<file path="src/rtl/countdown_pkg.sv">
// Shared types and default constants for the countdown timer controller.
package countdown_pkg;

  // Controller state encoding.
  typedef enum logic [1:0] {
    IDLE  = 2'd0,
    RUN   = 2'd1,
    PAUSE = 2'd2,
    DONE  = 2'd3
  } state_e;

  // Default BCD presets {tens, ones}.
  localparam logic [7:0] PRESET0_DEF = 8'h24;
  localparam logic [7:0] PRESET1_DEF = 8'h30;

endpackage

</file>
<file path="src/rtl/countdown_ctrl_debounce.sv">
// Button conditioner: 2-flop synchronizer, level debounce and a one-cycle
// pulse on each accepted press (debounced 1->0 transition).
module btn_debounce #(
  parameter int unsigned DEBOUNCE = 1_000_000
) (
  input  logic clkin,
  input  logic reset,
  input  logic btn_n,
  output logic press
);

  // Count only reaches DEBOUNCE-1 before the level flips.
  localparam int unsigned CW = (DEBOUNCE > 1) ? $clog2(DEBOUNCE) : 1;
  localparam logic [CW-1:0] DEB_LAST = CW'(DEBOUNCE - 1);

  logic [1:0]    sync_q;
  logic          level_q, level_d;
  logic [CW-1:0] cnt_q, cnt_d;
  logic          press_q, press_d;

  // Two-flop synchronizer; idle (released) level is 1.
  always_ff @(posedge clkin or negedge reset) begin
    if (!reset) sync_q <= 2'b11;
    else        sync_q <= {sync_q[0], btn_n};
  end

  // Accept a new level only after it has differed for DEBOUNCE straight cycles.
  always_comb begin
    level_d = level_q;
    cnt_d   = '0;
    press_d = 1'b0;
    if (sync_q[1] != level_q) begin
      if (cnt_q == DEB_LAST) begin
        level_d = sync_q[1];
        press_d = ~sync_q[1];
      end else begin
        cnt_d = cnt_q + 1'b1;
      end
    end
  end

  // Debounce state and registered press pulse.
  always_ff @(posedge clkin or negedge reset) begin
    if (!reset) begin
      level_q <= 1'b1;
      cnt_q   <= '0;
      press_q <= 1'b0;
    end else begin
      level_q <= level_d;
      cnt_q   <= cnt_d;
      press_q <= press_d;
    end
  end

  assign press = press_q;

endmodule

</file>
<file path="src/rtl/countdown_ctrl.sv">
// Countdown timer sequencer: conditions the buttons, generates the step
// tick, and runs the IDLE/RUN/PAUSE/DONE machine driving the BCD datapath.
module countdown_ctrl
  import countdown_pkg::*;
#(
  parameter int unsigned TICK_DIV  = 50_000_000,
  parameter int unsigned DEBOUNCE  = 1_000_000,
  parameter int unsigned FLASH_DIV = 25_000_000,
  parameter logic [7:0]  PRESET0   = PRESET0_DEF,
  parameter logic [7:0]  PRESET1   = PRESET1_DEF
) (
  input  logic       clkin,
  input  logic       reset,
  input  logic       start_n,
  input  logic       clear_n,
  input  logic       preset_sel,
  input  logic       count_zero,
  output logic       load,
  output logic [7:0] load_value,
  output logic       dec_en,
  output logic       running,
  output logic       expired,
  output logic       blank
);

  // One prescaler serves as step divider in RUN and flash timer in DONE.
  localparam int unsigned MAXDIV = (TICK_DIV > FLASH_DIV) ? TICK_DIV : FLASH_DIV;
  localparam int unsigned PW     = (MAXDIV > 1) ? $clog2(MAXDIV) : 1;
  localparam logic [PW-1:0] TICK_LAST  = PW'(TICK_DIV - 1);
  localparam logic [PW-1:0] FLASH_LAST = PW'(FLASH_DIV - 1);

  logic          start_p, clear_p;
  logic [1:0]    psel_q;
  state_e        state_q, state_d;
  logic [PW-1:0] presc_q, presc_d;
  logic          blank_q, blank_d;

  btn_debounce #(.DEBOUNCE(DEBOUNCE)) u_start_db (
    .clkin (clkin),
    .reset (reset),
    .btn_n (start_n),
    .press (start_p)
  );

  btn_debounce #(.DEBOUNCE(DEBOUNCE)) u_clear_db (
    .clkin (clkin),
    .reset (reset),
    .btn_n (clear_n),
    .press (clear_p)
  );

  // Preset switch synchronizer.
  always_ff @(posedge clkin or negedge reset) begin
    if (!reset) psel_q <= 2'b00;
    else        psel_q <= {psel_q[0], preset_sel};
  end

  assign load_value = psel_q[1] ? PRESET1 : PRESET0;

  // Next-state, prescaler and flash logic; clear overrides everything else.
  always_comb begin
    state_d = state_q;
    presc_d = presc_q;
    blank_d = blank_q;
    dec_en  = 1'b0;
    unique case (state_q)
      IDLE: begin
        if (start_p) begin
          state_d = RUN;
          presc_d = '0;
        end
      end
      RUN: begin
        // A tick takes priority over a start press in the same cycle.
        if (presc_q == TICK_LAST) begin
          presc_d = '0;
          if (count_zero) begin
            state_d = DONE;
            blank_d = 1'b0;
          end else begin
            dec_en = 1'b1;
          end
        end else if (start_p) begin
          state_d = PAUSE;
        end else begin
          presc_d = presc_q + 1'b1;
        end
      end
      PAUSE: begin
        if (start_p) state_d = RUN;
      end
      DONE: begin
        if (presc_q == FLASH_LAST) begin
          presc_d = '0;
          blank_d = ~blank_q;
        end else begin
          presc_d = presc_q + 1'b1;
        end
        if (start_p) begin
          state_d = IDLE;
          presc_d = '0;
          blank_d = 1'b0;
        end
      end
      default: state_d = IDLE;
    endcase
    if (clear_p) begin
      state_d = IDLE;
      presc_d = '0;
      blank_d = 1'b0;
    end
  end

  // State, prescaler and blank registers.
  always_ff @(posedge clkin or negedge reset) begin
    if (!reset) begin
      state_q <= IDLE;
      presc_q <= '0;
      blank_q <= 1'b0;
    end else begin
      state_q <= state_d;
      presc_q <= presc_d;
      blank_q <= blank_d;
    end
  end

  assign load    = (state_q == IDLE);
  assign running = (state_q == RUN);
  assign expired = (state_q == DONE);
  assign blank   = blank_q;

endmodule

</file>
<file path="config.mk">
export PLATFORM = sky130hd
export DESIGN_NAME = countdown_ctrl
export DESIGN_NICKNAME = d
export VERILOG_FILES = /design/src/rtl/countdown_pkg.sv /design/src/rtl/countdown_ctrl_debounce.sv /design/src/rtl/countdown_ctrl.sv
export SDC_FILE = /design/constraint.sdc
export NUM_CORES = 1
export LEC_CHECK = 0
export ABC_AREA = 1
export BUFFER_PORTS_ARGS = -buffer_cell sky130_fd_sc_hd__buf_2
export CELL_PAD_IN_SITES_DETAIL_PLACEMENT = 1
export CELL_PAD_IN_SITES_GLOBAL_PLACEMENT = 1
export CORE_MARGIN = 3
export CORE_UTILIZATION = 46
export DETAILED_ROUTE_END_ITERATION = 10
export PLACE_DENSITY_LB_ADDON = 0.1
export SYNTH_ARGS = -nofsm -noshare
export SYNTH_HDL_FRONTEND = slang
export SYNTH_SLANG_ARGS = --single-unit
</file>
<file path="constraint.sdc">
create_clock -name clkin -period 2.13 [get_ports clkin]
set_clock_uncertainty 0.1 [all_clocks]
set_input_delay 0.213 -clock clkin [delete_from_list [all_inputs] [get_ports clkin]]
set_output_delay 0.213 -clock clkin [all_outputs]
set_load 0.02 [all_outputs]
</file>
==> results by group <==
Synth
  – Post-Syn Instances: 658
  – Most used DFF post-synth: dfrtp_1
  – Ys async rst share: 100%
  – Sequential share of the synthesized area: 41.0%
  – Yosys Warn Count: 0
  – FF+latch count, synth: 79
  – Number of library cell types mapped by synthesis: 39
  – EDFF count, synth: 0
  – Post-Synthesis Cell Area: 4840 um2
  – Syn Area/Cell: 7.35 um2

Finish
  – # diodes: 0
  – NumNets Final: 696
  – Fin cells: 825
  – Most common cell after layout, fill and taps aside: nand2_1
  – Most frequent cells in the layout: nand2_1, nor2_1, dfrtp_1, inv_1, nand3_1
  – Fillers: 1298
  – Share of layout cells above drive strength 1: 13.7%
  – Area Overhead vs Synth: 10.5%
  – Post-route cell area: 5350 um2

Clock network
  – Clock root cell: clkbuf_8
  – CTS Buf Count: 9
  – Clock-pin slew on the worst setup and hold paths: 80 ps
  – CTS tree: yes
  – CTS Sinks: 79
  – H-tree lvl count: 3
  – Clk Latency, worst-skew pair: 360 ps
  – Clock Tree Buf Depth: 2

Drt
  – Final ANT Viol Nets: 0
  – Vias per cell: 5.26
  – WL/cell: 15.2 um
  – Routed vias: 4342
  – Drt first pass iters: 4
  – DR DRC count: 0
  – Starting DRC count in detailed routing: 212
  – WL final: 12500 um

Floorplan
  – Placeable Area: 10000 um2
  – Die Height: 109 um
  – Die area: 11800 um2
  – IO Pins: 19
  – Width of the die: 109 um
  – Starting Density: 48.4%
  – Rows: 36

STA
  – Fin crit period: 2010 ps
  – Final setup fails: 0
  – Achievable Freq: 0.497 GHz
  – Period utilization: 94.4%
  – Final Slew Violations: 0
  – Slew @ Worst Pin: 655 ps
  – Count of final hold-check violations: 0
  – Relative max-transition margin: 55.8%
  – RSZ-0062 raised after global routing: true

Setup path
  – CP Class: reg2out
  – CP Data Required Time: 1820 ps
  – Worst Path Max Fanout: 4
  – CP arrival: 1700 ps
  – Worst Setup End Kind: primary output
  – Startpoint types: flop

Power and ir drop
  – VDD IR max: 0.335 mV
  – Leakage power: 2.39 nW
  – Power consumption: 2.70 mW
  – Pwr Density: 504 nW/um2

Worst hold path
  – Hold Crit Class: reg2reg

Job
  – Max cap viols: 0

Global routing
  – Met1 track demand over resource: 28.6%
  – Most Used Layer, Global Route: met2
  – First-pass GRT wire length: 21600 um
  – Grt met2 use: 42.0%
  – GRT met3 Usage: 2.69%
  – Vias in the first global route: 4600
  – Total Routing Usage GR: 23.2%
  – Initial antenna violation count: 0
  – Total gr overflow: 0
  – Largest net degree at the start of global routing: 43

Placed design
  – Placed insts: 803
  – Routability cong.: 0.860
  – IO buf count: 12
  – Post-DP Area: 5070 um2
  – DP HPWL: 9370 um

Status
  – Outcome: complete, no violations
[final cells by class]
class	instances	area, um2	area share, %
clock buffers	12	155	2.90
clock inverters	4	30.0	0.562
inverters	71	267	4.99
multi-input cells	492	2480	46.4
repair buffers	34	263	4.92
flip-flops and latches	79	1990	37.1
well taps	133	166	3.11
[Yosys cell counts (8+ instances only)]
master,number,share of area [%]
nor2_1,106,8.2
inv_1,68,5.3
xor2_1,19,3.4
nand3b_1,11,1.7
nor3_1,14,1.4
nand3_1,59,6.1
dfrtp_1,73,38
a21oi_1,10,1.0
nand4_1,20,2.6
buf_4,8,1.2
nand2_1,165,13
o21ai_0,9,0.93
xnor2_1,9,1.6
nand2_2,8,1.0
[through the flow]
step / utilization, % / setup TNS (ps) / hold WS [ps] / setup slack [ps]
3_5_place_dp: 50.7 / 0 / 163 / 75.6
5_1_grt: 53.5 / -38.9 / 267 / -31.2
4_1_cts: 53.1 / 0 / 259 / 20.9
3_3_place_gp: 50.7 / 0 / 159 / 198
2_1_floorplan: - / 0 / -183 / 316
6_report: 53.5 / 0 / 258 / 119
[sequential cells by signal, indices dropped and copies added, names as in the netlist]
signal              flops
blank                   1
presc_q                26
psel_q                  2
state_q                 2
u_clear_db.cnt_q       20
u_clear_db.level_q      1
u_clear_db.press        1
u_clear_db.sync_q       2
u_start_db.cnt_q       20
u_start_db.level_q      1
u_start_db.press        1
u_start_db.sync_q       2
[timing repair]
| item | CTS | global route |
|---|---|---|
| pin swaps | 1 | 1 |
| gates cloned | 0 | 0 |
| hold endpoints to repair | 42 | 0 |
| setup buffers | 1 | 1 |
| gates resized for setup | 1 | 10 |
| endpoints found under the setup margin | 1 | 25 |
| hold buffers | 4 | 0 |
[worst paths after layout]
check / slack [ps] / startpoint / cells past startpoint / end
min in group asynchronous: 290 / reset / 2 / presc_q[25]
max in group asynchronous: 980 / reset / 3 / u_clear_db.sync_q[0]
worst max-delay path: 120 / presc_q[1] / 8 / dec_en
worst min register to register: 260 / u_start_db.sync_q[0] / 0 / u_start_db.sync_q[1]
worst max register to register: 190 / u_start_db.cnt_q[0] / 8 / u_start_db.cnt_q[18]
worst min-delay path: 260 / u_start_db.sync_q[0] / 0 / u_start_db.sync_q[1]
[power breakdown]
part / switching, mW / internal (mW)
Combinational: 0.0710 / 0.0302
Sequential: 0.0100 / 1.52
Clock: 0.581 / 0.488
[routing by layer]
metal	routed length, um	up-vias	share of wire [%]
met5	0	-	0
met4	197	0	1.6
met3	252	17	2.0
met2	6530	48	52
met1	5520	2135	44
li1	-	2142	-
[logic make-up after synthesis]
kind of cell	count (synthesis)	synth area share, %
flip-flops	79	41.0
adder cells (fa/ha/maj)	3	0.776
buffers and inverters	91	8.72
AO/OA/AOI/OAI	38	4.94
AND/OR/NAND/NOR	417	39.3
other	2	0.155
XOR/XNOR	28	5.07
[worst max-delay path, cell delays in order (launching register included)]
cell	delay [ps]
dfrtp_1	370
ha_2	200
nand2_1	100
nor2_4	130
nand2_1	120
nor2_4	130
nand3_1	90
inv_1	60
buf_2	150
(Power assumes the default switching activity.)
